$ cat config.mk
export PLATFORM = sky130hd
export DESIGN_NAME = range_buffer_ctrl
export DESIGN_NICKNAME = d
export VERILOG_FILES = /design/src/rtl/range_buffer_ctrl.sv
export SDC_FILE = /design/constraint.sdc
export NUM_CORES = 1
export LEC_CHECK = 0
export BUFFER_PORTS_ARGS = -buffer_cell sky130_fd_sc_hd__buf_4
export CAP_MARGIN = 20
export CORE_UTILIZATION = 42
export DETAILED_ROUTE_END_ITERATION = 6
export HOLD_SLACK_MARGIN = 0.02
export PLACE_DENSITY = 0.87
export SLEW_MARGIN = 10
export SYNTH_ARGS = -nofsm -noshare
export SYNTH_HDL_FRONTEND = slang
export SYNTH_SLANG_ARGS = --single-unit
$ cat constraint.sdc
create_clock -name clk_i -period 3.7 [get_ports clk_i]
set_clock_uncertainty 0.2 [all_clocks]
set_input_delay 0.37 -clock clk_i [delete_from_list [all_inputs] [get_ports clk_i]]
set_output_delay 0.37 -clock clk_i [all_outputs]
set_load 0.01 [all_outputs]
$ cat src/rtl/range_buffer_ctrl.sv
// range_buffer_ctrl: arbitrates two allocation requesters and a check port onto
// the allocation range buffer, sequences its clear, and tracks occupancy/overwrite.
module range_buffer_ctrl #(
    parameter int unsigned SIZE = 32
) (
    input  logic                      clk_i,
    input  logic                      rst_i,
    input  logic                      alloc_a_valid_i,
    output logic                      alloc_a_ready_o,
    input  logic [31:0]               alloc_a_first_i,
    input  logic [31:0]               alloc_a_last_i,
    input  logic                      alloc_b_valid_i,
    output logic                      alloc_b_ready_o,
    input  logic [31:0]               alloc_b_first_i,
    input  logic [31:0]               alloc_b_last_i,
    input  logic                      chk_valid_i,
    output logic                      chk_ready_o,
    input  logic [31:0]               chk_addr_i,
    output logic                      chk_valid_o,
    output logic                      chk_hit_o,
    input  logic                      clear_req_i,
    output logic                      clear_done_o,
    output logic                      buf_en_write_o,
    output logic [31:0]               buf_addr_first_o,
    output logic [31:0]               buf_addr_last_o,
    output logic                      buf_rst_us_o,
    output logic [31:0]               buf_find_addr_o,
    input  logic                      buf_in_range_i,
    output logic [$clog2(SIZE):0]     count_o,
    output logic                      wrapped_o,
    output logic                      err_o
);

    localparam int unsigned CW = $clog2(SIZE) + 1;
    localparam logic [CW-1:0] FULL = CW'(SIZE);

    typedef enum logic [1:0] {IDLE, WRITE, CHECK, CLEAR} state_t;

    state_t          state_q, state_d;
    logic            rr_q, chk_last_q;
    logic [31:0]     first_q, last_q, addr_q;
    logic            hit_q, chk_valid_q, clear_done_q;
    logic [CW-1:0]   count_q;
    logic            wrapped_q;

    logic is_idle, clr_take, any_alloc, alloc_go;
    logic a_fire, b_fire, c_fire, wr_ok;

    // Handshake arbitration: clear, then check (unless alloc is owed a turn), then round-robin alloc.
    // A clear request still high during the done pulse is the one just served, so it is ignored.
    always_comb begin
        is_idle         = (state_q == IDLE) && !rst_i;
        clr_take        = clear_req_i && !clear_done_q;
        any_alloc       = alloc_a_valid_i || alloc_b_valid_i;
        chk_ready_o     = is_idle && !clr_take && !(chk_last_q && any_alloc);
        alloc_go        = is_idle && !clr_take && (!chk_valid_i || chk_last_q);
        alloc_a_ready_o = alloc_go && (!rr_q || !alloc_b_valid_i);
        alloc_b_ready_o = alloc_go && (rr_q || !alloc_a_valid_i);
        a_fire          = alloc_a_valid_i && alloc_a_ready_o;
        b_fire          = alloc_b_valid_i && alloc_b_ready_o;
        c_fire          = chk_valid_i && chk_ready_o;
        wr_ok           = (first_q <= last_q);
    end

    // Next-state logic and state-decoded strobes.
    always_comb begin
        state_d        = state_q;
        buf_en_write_o = 1'b0;
        err_o          = 1'b0;
        buf_rst_us_o   = 1'b0;
        case (state_q)
            IDLE: begin
                if (is_idle && clr_take)     state_d = CLEAR;
                else if (c_fire)             state_d = CHECK;
                else if (a_fire || b_fire)   state_d = WRITE;
            end
            WRITE: begin
                buf_en_write_o = wr_ok;
                err_o          = !wr_ok;
                state_d        = IDLE;
            end
            CHECK: state_d = IDLE;
            CLEAR: begin
                buf_rst_us_o = 1'b1;
                state_d      = IDLE;
            end
            default: state_d = IDLE;
        endcase
    end

    // State register.
    always_ff @(posedge clk_i or posedge rst_i) begin
        if (rst_i) state_q <= IDLE;
        else       state_q <= state_d;
    end

    // Captured request data, arbitration flags, result/done pulses and occupancy tracking.
    always_ff @(posedge clk_i or posedge rst_i) begin
        if (rst_i) begin
            rr_q         <= 1'b0;
            chk_last_q   <= 1'b0;
            first_q      <= '0;
            last_q       <= '0;
            addr_q       <= '0;
            hit_q        <= 1'b0;
            chk_valid_q  <= 1'b0;
            clear_done_q <= 1'b0;
            count_q      <= '0;
            wrapped_q    <= 1'b0;
        end else begin
            chk_valid_q  <= (state_q == CHECK);
            clear_done_q <= (state_q == CLEAR);
            if (state_q == CHECK) hit_q <= buf_in_range_i;
            if (c_fire) begin
                addr_q     <= chk_addr_i;
                chk_last_q <= 1'b1;
            end else if (a_fire || b_fire) begin
                first_q    <= a_fire ? alloc_a_first_i : alloc_b_first_i;
                last_q     <= a_fire ? alloc_a_last_i  : alloc_b_last_i;
                rr_q       <= !rr_q;
                chk_last_q <= 1'b0;
            end
            if (state_q == WRITE && wr_ok) begin
                if (count_q == FULL) wrapped_q <= 1'b1;
                else                 count_q   <= count_q + 1'b1;
            end
            if (state_q == CLEAR) begin
                count_q   <= '0;
                wrapped_q <= 1'b0;
            end
        end
    end

    assign buf_addr_first_o = first_q;
    assign buf_addr_last_o  = last_q;
    assign buf_find_addr_o  = addr_q;
    assign chk_valid_o      = chk_valid_q;
    assign chk_hit_o        = chk_valid_q && hit_q;
    assign clear_done_o     = clear_done_q;
    assign count_o          = count_q;
    assign wrapped_o        = wrapped_q;

endmodule

### After elaboration in Yosys (flattened, before gate mapping)

Index checks and enable logic that the tools add are counted.

| word-level totals | value |
|---|---|
| memories kept | 0 |
| output and inout bits | 112 |
| bits of input ports | 167 |
| bits in latches | 0 |
| register bits after elaboration | 110 |
| bits in writable memories | 0 |
| ROM bits | 0 |

| cells by class | value |
|---|---|
| multiplexer cells | 17 |
| $mul | 0 |
| bitwise operators | 1 |
| shift-type cells | 0 |
| $add $sub $neg | 1 |
| divide/modulo/power cells | 0 |
| magnitude comparators | 1 |
| reduce and logical (&&, ||, !) cells | 36 |
| equality and inequality tests | 6 |

Operators with widths:

| kind | count |
|---|---|
| 2-to-1 mux 32 bit | 2 |
| less-or-equal comparator 32 bit | 1 |
| 2-to-1 mux 6 bit | 3 |
| logical AND 1 bit | 14 |
| logical NOT 1 bit | 9 |
| 2-to-1 mux 1 bit | 8 |
| adder 6 x 1 -> 6 bit (second input constant) | 1 |
| == test 6 bit (second input constant) | 1 |
| 2-to-1 mux 2 bit | 3 |
| AND reduction 2 bit | 3 |
| nonzero test 2 bit | 3 |
| logical OR 1 bit | 5 |
| == test 2 bit (second input constant) | 2 |
| != test 4 x 2 -> 1 bit (second input constant) | 1 |
| case mux 2 bit (2 select lines) | 1 |
| OR reduction 3 bit | 1 |
| == test 2 x 1 -> 1 bit (second input constant) | 1 |
| logical NOT 2 bit | 1 |
| != test 2 bit (second input constant) | 1 |
| NOT 1 bit | 1 |

### Depth between registers and ports, before layout

| logic depth | value |
|---|---|
| word-level depth | 12 |
| gate-level depth with buffers | 9 |
| gate-level depth less buffers | 9 |

### Least setup slack after synthesis

OpenSTA, ideal clock, no wires.

| timing path | value |
|---|---|
| path type | reg-to-reg |
| start | register last_q[23] (netlist: buf_addr_last_o[23]) |
| end | register count_q[2] (netlist: count_o[2]) |
| clock period less this slack | 2687 ps |
| arrival | 2361 ps |
| cell stages (with the launch flop) | 9 |
| slack | 1013 ps |
| library setup time | 126 ps |
| data required time | 3374 ps |
| cell sequence | dfrtp_1 -> inv_1 -> ha_1 -> nand4_1 -> or4_4 -> a311oi_4 -> nor2_2 -> and4b_1 -> a311o_1 |

| on the way | value |
|---|---|
| cells in the longest elaborated chain, start to end | 4 |

Ends and longest elaborated chain:

| element | line | text |
|---|---|---|
| from (decl) | 41 | `logic [31:0] first_q, last_q, addr_q;` |
| from (signal assigned) | 119 | `last_q <= a_fire ? alloc_a_last_i : alloc_b_last_i;` |
| less-or-equal comparator 32 bit | 62 | `wr_ok = (first_q <= last_q);` |
| logical AND 1 bit | 123 | `if (state_q == WRITE && wr_ok) begin` |
| nonzero test 2 bit (no line) | - |  |
| AND reduction 2 bit (no line) | - |  |
| to (signal assigned) | 125 | `else count_q <= count_q + 1'b1;` |
| to (decl) | 43 | `logic [CW-1:0] count_q;` |

Every way passes these cells.
A chain may end at the register's enable or synchronous reset.

### Worst setup path after layout

| timing path | value |
|---|---|
| start | register last_q[14] (netlist: buf_addr_last_o[14]) |
| end | output err_o |

| on the way | value |
|---|---|
| cells in the longest elaborated chain, start to end | 3 |

Ends and longest elaborated chain:

| element | line | text |
|---|---|---|
| less-or-equal comparator 32 bit | 62 |  |
| logical NOT 1 bit | 79 | `err_o = !wr_ok;` |
| 2-to-1 mux 1 bit | 71 | `case (state_q)` |
| to (decl) | 31 | `output logic err_o` |

Every way passes these cells.

==> summary.txt <==
GRT
  – Remaining global-route overflow: 0
  – Global-route wire length before repair: 24930 um
  – Antenna violations before repair: 0
  – GRT Total Usage: 22.84%
  – Vias in the first global route: 5059
  – Largest net degree at the start of global routing: 125

Floorplanning
  – Starting Density: 43.86%
  – # rows: 41
  – DIE WIDTH: 117.7 um
  – Die area: 13860 um2
  – Core ar.: 12820 um2
  – Die Ht: 117.7 um
  – Io pins: 279

Power
  – Comb pwr share: 48.7%
  – Leakage: 0.004473 uW
  – Maximum VDD drop: 0.4605 mV
  – Net Sw Frac: 38.92%
  – Cell Pwr Density: 752.3 nW/um2
  – P_sw: 2413 uW
  – Internal power: 3786 uW
  – Clock power share: 15.4%
  – Seq pwr share: 35.8%

Synth
  – Post-Syn Area per Cell: 10.42 um2
  – Post-synthesis cell count: 540
  – Synth Area in Compound Gates: 10.63%
  – Seq cells post-synth: 110
  – Simple-gate portion of the synthesized area: 10.12%
  – Multiplexer share of the synthesized area: 17.99%
  – Netlist cell types: 36
  – Cell Area, Synth: 5625 um2
  – Syn_nets: 741
  – Largest family of logic cells by synthesized area: multiplexers
  – Adder-cell share of the synthesized area: 7.562%
  – Yosys synthesis warning count: 0
  – Register area share after synthesis: 48.93%
  – Xor/xnor cell area share of the yosys netlist: 0.1557%

Critical path
  – Crit end category: primary output
  – Critical Path RT: 3130 ps
  – Startpoint Class: flip-flop
  – Setup CP Type: flip-flop to primary output
  – Arr. time, crit path: 2760 ps
  – CP max FO: 7

Routing
  – Via Count: 5033
  – Post-DRT Antenna Nets: 0
  – First DRT Iteration DRCs: 267
  – Vias per cell: 5.084
  – Drt drc: 0
  – Wirelength, routed: 15570 um
  – Wirelength per Cell: 15.73 um
  – Pre-antenna DRT Iters: 4

Clock network
  – Clock buffer count from CTS: 9
  – CTS Buffer Depth: 2
  – Post-CTS Resized: 0
  – Skew-Pair Late Insertion Delay: 360 ps
  – CTS tree: done
  – CTS clk-pin slew, worst paths: 80 ps
  – Clock Sinks: 110
  – CTS H-tree lvls: 3
  – Clk root buf: clkbuf_16

Timing
  – Slew headroom: 44.79%
  – Final setup TNS: 0 ps
  – Crit share post-route: 89.91%
  – Worst-margin pin slew: 828.1 ps
  – Fin. Hold Viols: 0
  – Fin crit period: 3327 ps
  – # setup viols final: 0
  – Max Slew Vio Count: 0
  – RSZ-0062 raised after global routing: no
  – Fmax achieved: 0.3006 GHz

Layout
  – Syn-to-layout area delta: 46.46%
  – Diodes inserted: 0
  – Post-route cell area: 8239 um2
  – Fin util: 64.24%
  – Layout fillers: 1062
  – Final nets: 1014
  – Layout cells sized above 1: 41.56%

Placement
  – Port bufs: 278
  – Final Wtd Congestion: 0.8179
  – Post-DP Area: 7906 um2
  – DPL Wire Length: 11970 um

Run
  – Max cap viols: 0

Worst hold path
  – Hold crit path type: primary input to flip-flop

Outcome
  – Status: completed
kinds of logic after synthesis:
kind of cell / Yosys count
buffers and inverters: 67
XOR/XNOR: 1
flip-flops: 110
AO/OA/AOI/OAI: 104
multiplexers: 97
adder cells (fa/ha/maj): 34
AND/OR/NAND/NOR: 127
per-stage QoR:
stage | worst slack [ps] | cells | hold WS, ps | power (uW)
floorplan | 227.7 | 540 | 272.0 | 3764
global placement | 778.6 | 970 | 285.6 | 5166
detailed placement | 753.4 | 970 | 291.4 | 5287
CTS | 358.2 | 988 | 20.02 | 6269
global route | 231.5 | 990 | 21.57 | 6694
finish | 373.2 | 990 | 35.27 | 6198
layout make-up:
class                           instances  area, um2  share of cell area (%)
Tap cell                              172      215.2                   2.612
Timing Repair Buffer                  287       2190                   26.58
Inverter                               42      160.2                   1.944
Sequential cell                       110       2753                   33.41
Clock inverter                          7      67.56                  0.8200
Clock buffer                            9      225.2                   2.733
Multi-Input combinational cell        363       2629                   31.91
synth_stat cells, drive strengths merged:
library cell  count  area share, %
a21oi            78            6.9
ha               34            7.6
a31oi             1           0.11
o21a              2           0.27
inv              42            2.8
a221oi            3           0.47
nand2b            1           0.11
o211ai            1           0.13
a21o              2           0.27
a311o             1           0.18
clkbuf           19            1.3
o21bai            2           0.27
nor2b             4           0.44
o22ai             1           0.22
or3               2           0.22
dfrtp           110             49
nor4              2           0.22
nand4            11            1.2
and2              1           0.11
a311oi            1           0.47
o21ai             9           0.80
nor2             73            5.0
and4b             1           0.18
nand2            19            1.3
buf               6           0.53
or4               2           0.33
xnor2             1           0.16
mux2i            64             11
o311a             2           0.36
nand3             6           0.53
nor3              4           0.36
o221ai            1           0.16
mux2             33            6.6
nor4b             1           0.16
layer usage:
metal,track usage [%],vias to the layer above,part of all wire [%]
met5,0,-,0
met4,7.772,0,2.3
met3,7.558,27,7.1
met2,41.18,190,53
met1,24.92,2388,38
li1,-,2428,-
sequential cells by signal (all words and copies together) (netlist names):
name and flops:
chk_valid_o 1, clear_done_o 1, state_q 2, buf_addr_last_o 32
rr_q 1, hit_q 1, count_o 6, chk_last_q 1
buf_find_addr_o 32, buf_addr_first_o 32, wrapped_o 1
layout by cell type (no fill, tap or decap), types with 3 or more instances in the layout:
| cell type | n |
|---|---|
| a21oi_1 | 78 |
| a221oi_1 | 3 |
| buf_4 | 281 |
| clkbuf_16 | 9 |
| dfrtp_1 | 110 |
| dlygate4sd3_1 | 4 |
| ha_1 | 34 |
| inv_1 | 41 |
| mux2_2 | 33 |
| mux2i_1 | 64 |
| nand2_1 | 18 |
| nand3_1 | 6 |
| nand4_1 | 11 |
| nor2_1 | 70 |
| nor2b_1 | 4 |
| nor3_1 | 4 |
| o21ai_0 | 9 |
power groups by stage:
| stage | Sequential (uW) | Combinational [uW] | Clock (uW) |
|---|---|---|---|
| 6_report | 2220 | 3020 | 956 |
| 5_1_grt | 2310 | 3350 | 1030 |
| 4_1_cts | 2230 | 3060 | 983 |
| 3_5_place_dp | 2250 | 3040 | 0 |
| 3_3_place_gp | 2200 | 2960 | 0 |
| 2_1_floorplan | 2410 | 1350 | 0 |
critical path: stages (launching register included):
cell and delay, ps:
dfrtp_1 390, inv_1 60, ha_1 320, nand4_1 160, or4_1 600, nor2_2 210
o22ai_2 160, nor2_2 270, nor2_1 90, buf_4 150
final timing paths:
kind | cells after the start | start | slack (ps) | endpoint
min | 2 | chk_addr_i[25] | 40 | buf_find_addr_o[25]$_DFFE_PP0P_
min in group asynchronous | 3 | rst_i | 540 | buf_find_addr_o[5]$_DFFE_PP0P_
max reg2reg | 9 | buf_addr_last_o[14]$_DFFE_PP0P_ | 740 | count_o[2]$_DFFE_PP0P_
min reg2reg | 1 | hit_q$_DFFE_PP0P_ | 300 | hit_q$_DFFE_PP0P_
max | 9 | buf_addr_last_o[14]$_DFFE_PP0P_ | 370 | err_o
max in group asynchronous | 4 | rst_i | 1890 | buf_addr_first_o[27]$_DFFE_PP0P_
what timing repair did:
action	CTS	global route
buffers inserted	0	0
endpoints found under the hold margin	22	2
setup endpoints to repair	0	0
hold buffers	2	2
Power figures use the tool's default switching activity.
